### src/rtl/gdma_rd_engine.sv
// gdma_rd_engine: AXI4 read-DMA channel that walks a linear DDR region and
// streams it out as AXI-Stream with per-packet tlast.
// Bursts are sized so that none crosses a 4 KB boundary.
// At most MAX_OUTST bursts are in flight, and the stream can be throttled to one beat per N cycles.
// Optional feature macro: GDMA_RD_RRESP_ERR_EN adds a sticky rd_err output
// that flags any beat returned with a non-OKAY rresp.
module gdma_rd_engine #(
  parameter int ADDR_W    = 49,
  parameter int DATA_W    = 32,
  parameter int MAX_BURST = 256,
  parameter int MAX_OUTST = 4
) (
  input  logic              gdma_clk,
  input  logic              gdma_rst,
  input  logic [ADDR_W-1:0] start_addr,
  input  logic [31:0]       length,
  input  logic [15:0]       pkt_beats,
  input  logic [31:0]       gdma_speed_divider,
  input  logic              gdma_start,
  output logic              gdma_busy,
  output logic              gdma_done,
  output logic [ADDR_W-1:0] ddr_araddr,
  output logic [7:0]        ddr_arlen,
  output logic [2:0]        ddr_arsize,
  output logic [1:0]        ddr_arburst,
  output logic [3:0]        ddr_arcache,
  output logic              ddr_arvalid,
  input  logic              ddr_arready,
  input  logic [DATA_W-1:0] ddr_rdata,
  input  logic [1:0]        ddr_rresp,
  input  logic              ddr_rlast,
  input  logic              ddr_rvalid,
  output logic              ddr_rready,
  output logic [DATA_W-1:0] m_tdata,
  output logic              m_tlast,
  output logic              m_tvalid,
  input  logic              m_tready
`ifdef GDMA_RD_RRESP_ERR_EN
  ,
  output logic              rd_err
`endif
);

  localparam int          BPB         = DATA_W / 8;
  localparam int          BPB_LOG2    = $clog2(BPB);
  localparam logic [31:0] MAX_BURST_W = 32'(MAX_BURST);
  localparam logic [4:0]  MAX_OUTST_W = 5'(MAX_OUTST);

  localparam logic [1:0] ST_IDLE   = 2'd0;
  localparam logic [1:0] ST_ISSUE  = 2'd1;
  localparam logic [1:0] ST_WAIT_R = 2'd2;

  logic [1:0]        state_q;
  logic [ADDR_W-1:0] addr_q;
  logic [31:0]       ar_left_q;
  logic [31:0]       rx_left_q;
  logic [15:0]       pkt_q;
  logic [15:0]       pkt_cnt_q;
  logic [4:0]        outst_q;
  logic [31:0]       thr_cnt_q;
  logic              done_q;

  logic [31:0] start_beats;
  logic        start_acc;
  logic [12:0] bytes_to_4k;
  logic [31:0] beats_to_4k;
  logic [31:0] burst_beats;
  logic        ar_hs;
  logic        r_hs;
  logic        final_beat;
  logic        throttle_en;
  logic        slot;
  logic        pkt_edge;

  assign start_beats = length >> BPB_LOG2;
  assign start_acc   = gdma_start & (state_q == ST_IDLE);
  assign ar_hs       = ddr_arvalid & ddr_arready;
  assign r_hs        = ddr_rvalid & ddr_rready;
  assign final_beat  = r_hs & (rx_left_q == 32'd1);
  assign throttle_en = gdma_speed_divider > 32'd1;
  assign slot        = ~throttle_en | (thr_cnt_q == 32'd0);
  assign pkt_edge    = (pkt_q != 16'd0) & (pkt_cnt_q == pkt_q - 16'd1);

  assign gdma_busy   = (state_q != ST_IDLE);
  assign gdma_done   = done_q;

  assign ddr_araddr  = addr_q;
  assign ddr_arlen   = (state_q == ST_ISSUE) ? 8'(burst_beats - 32'd1) : 8'd0;
  assign ddr_arsize  = 3'(BPB_LOG2);
  assign ddr_arburst = 2'b01;
  assign ddr_arcache = 4'b0011;
  assign ddr_arvalid = (state_q == ST_ISSUE) & (outst_q < MAX_OUTST_W);

  assign m_tdata     = ddr_rdata;
  assign m_tvalid    = ddr_rvalid & slot & gdma_busy;
  assign ddr_rready  = m_tready & slot & gdma_busy;
  assign m_tlast     = m_tvalid & ((rx_left_q == 32'd1) | pkt_edge);

  // Next burst length: the smallest of the burst cap, the beats still to request and the room left in this 4 KB page
  always_comb begin
    bytes_to_4k = 13'd4096 - {1'b0, addr_q[11:0]};
    beats_to_4k = 32'(bytes_to_4k >> BPB_LOG2);
    burst_beats = MAX_BURST_W;
    if (ar_left_q < burst_beats) burst_beats = ar_left_q;
    if (beats_to_4k < burst_beats) burst_beats = beats_to_4k;
  end

  // AR sequencing: latch the job on start, then advance the address per AR handshake until every beat is requested
  always_ff @(posedge gdma_clk) begin
    if (gdma_rst) begin
      state_q   <= ST_IDLE;
      addr_q    <= '0;
      ar_left_q <= 32'd0;
      done_q    <= 1'b0;
    end else begin
      done_q <= 1'b0;
      case (state_q)
        ST_IDLE: begin
          if (start_acc) begin
            addr_q    <= start_addr;
            ar_left_q <= start_beats;
            if (start_beats == 32'd0) done_q <= 1'b1;
            else state_q <= ST_ISSUE;
          end
        end
        ST_ISSUE: begin
          if (ar_hs) begin
            addr_q    <= addr_q + (ADDR_W'(burst_beats) << BPB_LOG2);
            ar_left_q <= ar_left_q - burst_beats;
            if (ar_left_q == burst_beats) state_q <= ST_WAIT_R;
          end
        end
        default: ;
      endcase
      if (final_beat) begin
        state_q <= ST_IDLE;
        done_q  <= 1'b1;
      end
    end
  end

  // Beat bookkeeping: beats still expected and the position inside the current packet
  always_ff @(posedge gdma_clk) begin
    if (gdma_rst) begin
      rx_left_q <= 32'd0;
      pkt_q     <= 16'd0;
      pkt_cnt_q <= 16'd0;
    end else if (start_acc) begin
      rx_left_q <= start_beats;
      pkt_q     <= pkt_beats;
      pkt_cnt_q <= 16'd0;
    end else if (r_hs) begin
      rx_left_q <= rx_left_q - 32'd1;
      pkt_cnt_q <= pkt_edge ? 16'd0 : pkt_cnt_q + 16'd1;
    end
  end

  // Bursts in flight: up on AR handshake, down on the rlast beat, unchanged when both happen together
  always_ff @(posedge gdma_clk) begin
    if (gdma_rst) begin
      outst_q <= 5'd0;
    end else begin
      case ({ar_hs, r_hs & ddr_rlast})
        2'b10:   outst_q <= outst_q + 5'd1;
        2'b01:   outst_q <= outst_q - 5'd1;
        default: ;
      endcase
    end
  end

  // Throttle: slot opens at count 0 and stays open until a beat moves, then the count restarts from 1
  always_ff @(posedge gdma_clk) begin
    if (gdma_rst || !gdma_busy || !throttle_en) begin
      thr_cnt_q <= 32'd0;
    end else if (thr_cnt_q == 32'd0) begin
      if (r_hs) thr_cnt_q <= 32'd1;
    end else if (thr_cnt_q >= gdma_speed_divider - 32'd1) begin
      thr_cnt_q <= 32'd0;
    end else begin
      thr_cnt_q <= thr_cnt_q + 32'd1;
    end
  end

`ifdef GDMA_RD_RRESP_ERR_EN
  // Sticky read-error flag, cleared by an accepted start; the transfer itself carries on regardless
  always_ff @(posedge gdma_clk) begin
    if (gdma_rst) begin
      rd_err <= 1'b0;
    end else if (start_acc) begin
      rd_err <= 1'b0;
    end else if (r_hs && (ddr_rresp != 2'b00)) begin
      rd_err <= 1'b1;
    end
  end
`else
  logic rresp_unused;
  assign rresp_unused = ^ddr_rresp;
`endif

endmodule

### config.mk
export PLATFORM = sky130hd
export DESIGN_NAME = gdma_rd_engine
export DESIGN_NICKNAME = d
export VERILOG_FILES = /design/src/rtl/gdma_rd_engine.sv
export SDC_FILE = /design/constraint.sdc
export NUM_CORES = 1
export LEC_CHECK = 0
export ABC_CLOCK_PERIOD_IN_PS = 17800
export CAP_MARGIN = 20
export CORE_MARGIN = 2
export CORE_UTILIZATION = 55
export CTS_BUF_LIST = sky130_fd_sc_hd__clkbuf_8 sky130_fd_sc_hd__clkbuf_16
export CTS_CLUSTER_SIZE = 40
export DETAILED_ROUTE_END_ITERATION = 12
export GPL_ROUTABILITY_DRIVEN = 0
export GPL_TIMING_DRIVEN = 0
export PLACE_DENSITY = 0.93
export SLEW_MARGIN = 40
export SYNTH_ARGS = -nofsm -noshare
export SYNTH_HDL_FRONTEND = slang
export SYNTH_SLANG_ARGS = --single-unit
### constraint.sdc
create_clock -name gdma_clk -period 17.8 [get_ports gdma_clk]
set_clock_uncertainty 0.2 [all_clocks]
set_input_delay 3.56 -clock gdma_clk [delete_from_list [all_inputs] [get_ports gdma_clk]]
set_output_delay 3.56 -clock gdma_clk [all_outputs]
set_load 0.005 [all_outputs]
# Word-level counts from Yosys, hierarchy flattened
# Index checks and enable logic that the tools add are counted.
# W data, S select, Z words.
# totals
in_bits	170
ff_bits	185
# op_classes
n_eq_ne	11
n_mux	25
add_sub_neg	11
n_reduce_logical	16
bitwise	15
n_lt_le_gt_ge	5
# ops
cell	count
$mux W32	7
$mux W49	2
$pmux W49 S2	1
$logic_not A32 Y1	2
$pmux W32 S2	1
$sub A32 B1 Y32 const B	2
$mux W30	2
$add A49 B34 Y49	1
$add A32 B1 Y32 const B	1
$eq A32 B1 Y1 const B	1
$eq A32 B32 Y1	1
$ge A32 B32 Y1	1
$gt A32 B1 Y1 const B	1
$lt A11 B32 Y1	1
$lt A32 B9 Y1 const B	1
$sub A32 B32 Y32	1
$add A16 B1 Y16 const B	1
$eq A16 B16 Y1	1
$mux W16	1
$reduce_bool A16 Y1	1
$sub A16 B1 Y16 const B	1
$sub A13 B12 Y13 const A	1
$and A1 B1 Y1	12
$pmux W5 S2	1
21 further kinds	38

# Logic depth before layout (Yosys ltp)
# logic_depth
depth_word	9
depth_mapped	27
ltp_nobuf	24

# Least setup slack after synthesis
# Ideal clock, no wire load.
# synth_path
path_type	input -> output
startpoint	in gdma_speed_divider[15]
endpoint	out m_tlast
path_buffers	0
cell_stages	6
setup_slack_ns	8.906
arrival_ns	5.134
required_time_ns	14.040
path_cell_list	or4_4 nor4_4 nand4_1 a21oi_1 and2_1 a21boi_0
# synth_between
elab_chain_len	6
# synth_lines
element	line	source
from (decl)	18	input logic [31:0] gdma_speed_divider,
$gt A32 B1 Y1	80	assign throttle_en = gdma_speed_divider > 32'd1;
$not A1 Y1	81	assign slot = ~throttle_en | (thr_cnt_q == 32'd0);
$or A1 B1 Y1	81	
$and A1 B1 Y1 (2 in a row)	95	assign m_tvalid = ddr_rvalid & slot & gdma_busy;
via m_tvalid	36	output logic m_tvalid,
$and A1 B1 Y1	97	assign m_tlast = m_tvalid & ((rx_left_q == 32'd1) | pkt_edge);
to (decl)	35	output logic m_tlast,
# The timed path passes the listed nets, and every way through them passes these cells.

# Final worst setup path
# layout_path
startpoint	in gdma_speed_divider[4]
endpoint	out m_tlast
# layout_between
elab_chain_len	6
# layout_lines
element	line
$gt A32 B1 Y1	80
$not A1 Y1	81
$or A1 B1 Y1	81
$and A1 B1 Y1 (2 in a row)	95
$and A1 B1 Y1	97
# Every way passes these cells.

==> results.yml <==
worst_setup_path:
  r2r-end: "ddr_araddr[35]$_SDFFE_PP0P_"
  critPathTopFamily: "simple AND/OR/NAND/NOR gates"
  worstSetupPathType: "input port to output pin"
  path_buf_inv: 2
  cp.required_ns: 14.04
  cp.depth: 8
  r2r_slack_ns: 9.93
  crit_path_frequent_cell: "clkdlybuf4s50_1"
  startpoint_type: "input port"
  cp.arrival_ns: 6.58
  worstSetupEndpoint: "m_tlast"
  cp_cell_sequence: "clkdlybuf4s50_1 > nor4_1 > nor3b_2 > nand4_1 > a21oi_1 > and2_1 > a21boi_0 > clkdlybuf4s50_1"
  rr_worst_depth: 24
  startpoint: "gdma_speed_divider[4]"
  end_kind: "output pin"
  critPathMaxStageDelay_ns: 0.67
  critPathSlowestCell: "nor4_1"
  crit_fanout: 5
  timing.rr.start: "ddr_araddr[2]$_SDFFE_PP0P_"
global_routing:
  grt_max_degree: 19
  grt_pass1_wl_um: 80940
  grt-ovfl-total: 0
  gr-usage-all-layers: 0.3554
  antenna_found_initial: 1
  grt_pass1_vias: 16145
clocking:
  cts_tree: "done"
  cts_hold_buf: 0
  clk_path_buf_depth: 2
  cts_resized: 0
  clock_latency_ns: 0.46
  cts_buffers: 17
  path_clk_slew_ns: 0.07
  cts-root-buf: "clkbuf_16"
  clock-sinks: 185
  cts_max_level: 4
  post_cts_buffers: 0
routing:
  drt_wl_total_um: 51740
  remaining_drc_errors: 0
  drt_iter0_drc: 1800
  dr_total_vias: 16465
  wl_per_cell_um: 20.03
  routed_via_density: 6.374
  first_pass_iters: 6
  ant_nets: 0
finish:
  final-seq-area_sq_um: 3704
  drive_gt1_frac: 0.05531
  syn2layout_area_growth_pct: 23.83
  num-nets-final: 2520
  multi_input_area_sq_um: 10410
  n_antenna_cell: 0
  fillers: 2042
  post-route-util: 0.6869
job:
  drv_cap: 0
placement:
  dp_hpwl_um: 39410
  portBuffers: 228
status:
  outcome: "complete, no violations"
synth:
  synth_cells: 1932
  syn_area_sq_um: 14780
  yosys-top-cells-area: "dfxtp_1, ha_1, a21oi_1, nor2_1, xnor2_1"
  ys_warn_count: 0
  synth_top_area_frac: 0.2505
  ys_seq_area_frac: 0.2505
  ys_types: 89
  ys.flop_type: "dfxtp_1"
  async_reset_ff_frac: 0
  synth_commonest_cells: "nor2_1, a21oi_1, nand2_1, dfxtp_1, ha_1"
  ys_ff_latch: 185
  synth.most_common_cell: "nor2_1"
  synth_edf_count: 0
  syn_avg_cell_area_sq_um: 7.652
  synth.largest_area_cell: "dfxtp_1"
power_and_ir_drop:
  pwr-share-clk: 0.198
  p_leak_nw: 7.324
  irDropWorstVdd_v: 0.0001036
  p_sw_mw: 0.9249
  p_sw_frac: 0.4418
  power_density_nw_per_um2: 114.4
  pwr-share-comb: 0.550
  seqPwrFrac: 0.252
  power.internal_mw: 1.169
worst_hold_path:
  hold_depth: 2
  hold_path_class: "register to register"
  worstHoldStart: "rx_left_q[17]$_SDFFE_PP0P_"
timing:
  tightest_slew_ns: 0.8938
  timing.slew.headroom: 0.4041
  hold_viol: 0
  fmax_mhz: 96.69
  drv_slew: 0
  timing.setup.tns_ns: 0
  post-route-period-util: 0.5810
  setup_viol: 0
  grt_setup_unrepaired: "no"
  fin_crit_ns: 10.34
floorplanning:
  die_h_um: 168.0
  row_count: 60
  initial_core_util: 0.5547
  die-width_um: 168.0
  coreArea_sq_um: 26650
  die-area_sq_um: 28210
  io_pins: 274
-- cell usage in the layout, fill, tap and decap left out, types with 17 or more instances in the layout --
master | synthesis | final
xor2_1 | 76 | 76
nand2_1 | 186 | 186
clkbuf_16 | 0 | 17
conb_1 | 2 | 52
clkbuf_1 | 65 | 65
o21ai_0 | 66 | 66
nand3_1 | 61 | 61
a21oi_1 | 203 | 203
a21o_1 | 45 | 45
nand4_1 | 43 | 43
nor3_1 | 61 | 61
ha_1 | 118 | 118
a311oi_1 | 17 | 17
a211oi_1 | 22 | 22
clkdlybuf4s50_1 | 0 | 228
buf_4 | 41 | 41
xnor2_1 | 80 | 80
mux2i_1 | 23 | 23
inv_1 | 58 | 58
nor2_1 | 222 | 221
nor4_1 | 34 | 34
dfxtp_1 | 185 | 185
a221oi_1 | 24 | 24
-- how the worst min path moves through the flow --
stage / end / slack (ns)
global placement: rx_left_q[6]$_SDFFE_PP0P_ / 0.27
CTS: rx_left_q[17]$_SDFFE_PP0P_ / 0.28
floorplan: rx_left_q[6]$_SDFFE_PP0P_ / 0.25
global route: rx_left_q[25]$_SDFFE_PP0P_ / 0.32
finish: rx_left_q[17]$_SDFFE_PP0P_ / 0.29
detailed placement: rx_left_q[17]$_SDFFE_PP0P_ / 0.27
-- metal layers --
| layer | global-route usage | wire length (um) | vias up |
|---|---|---|---|
| li1 | - | - | 7530 |
| met1 | 0.4088 | 18730 | 7558 |
| met2 | 0.5913 | 23520 | 1089 |
| met3 | 0.08369 | 5919 | 286 |
| met4 | 0.2352 | 3564 | 2 |
| met5 | 0 | 14 | - |
-- per-stage QoR --
stage	total power, mW	setup slack (ns)	hold slack, ns	area (sq um)	instances
6_report	2.094	7.458	0.2874	18310	2583
5_1_grt	2.205	7.236	0.3227	18310	2583
4_1_cts	2.044	7.494	0.2808	18310	2583
3_5_place_dp	1.632	7.528	0.2711	17680	2551
3_3_place_gp	1.583	7.575	0.2659	17680	2551
2_1_floorplan	1.298	8.906	0.2515	14970	1982
-- flip-flops by register name, summed over array words and instances (netlist names) --
name        cells
pkt_q          16
ar_left_q      32
state_q         2
thr_cnt_q      32
outst_q         5
pkt_cnt_q      16
rx_left_q      32
gdma_done       1
ddr_araddr     49
-- power by group through the flow --
stage | registers (mW) | logic, mW | clock network [mW]
3_3_place_gp | 0.529 | 1.05 | 0
4_1_cts | 0.523 | 1.11 | 0.410
6_report | 0.527 | 1.15 | 0.415
2_1_floorplan | 0.514 | 0.784 | 0
3_5_place_dp | 0.531 | 1.10 | 0
5_1_grt | 0.532 | 1.25 | 0.426
-- cell families (layout without fill, tap and decap cells) --
family / after synthesis / after routing / synth area share
xor gates and xnor gates: 156 / 156 / 0.09242
DFF: 185 / 185 / 0.2505
and+or+nand+nor: 748 / 748 / 0.2491
adders and majority gates: 121 / 121 / 0.1039
AOI/OAI and AO/OA: 514 / 514 / 0.2241
other: 2 / 52 / 0.0005080
buffers and inverters: 179 / 439 / 0.05840
muxes: 27 / 27 / 0.02107
-- final cells by class --
cell class,count,share of cell area
inverters,60,0.01230
clock buffers,19,0.02474
clock inverters,13,0.009363
multi-input cells,1618,0.5685
repair buffers,228,0.1247
flip-flops and latches,185,0.2023
plain buffers,119,0.03486
well taps,341,0.02331
-- tightest hold or removal path, cell delays in order (launching register included) --
cell and delay (ns):
dfxtp_1 0.31, nand2_1 0.05, a31oi_1 0.07
Power figures use the tool's default switching activity.
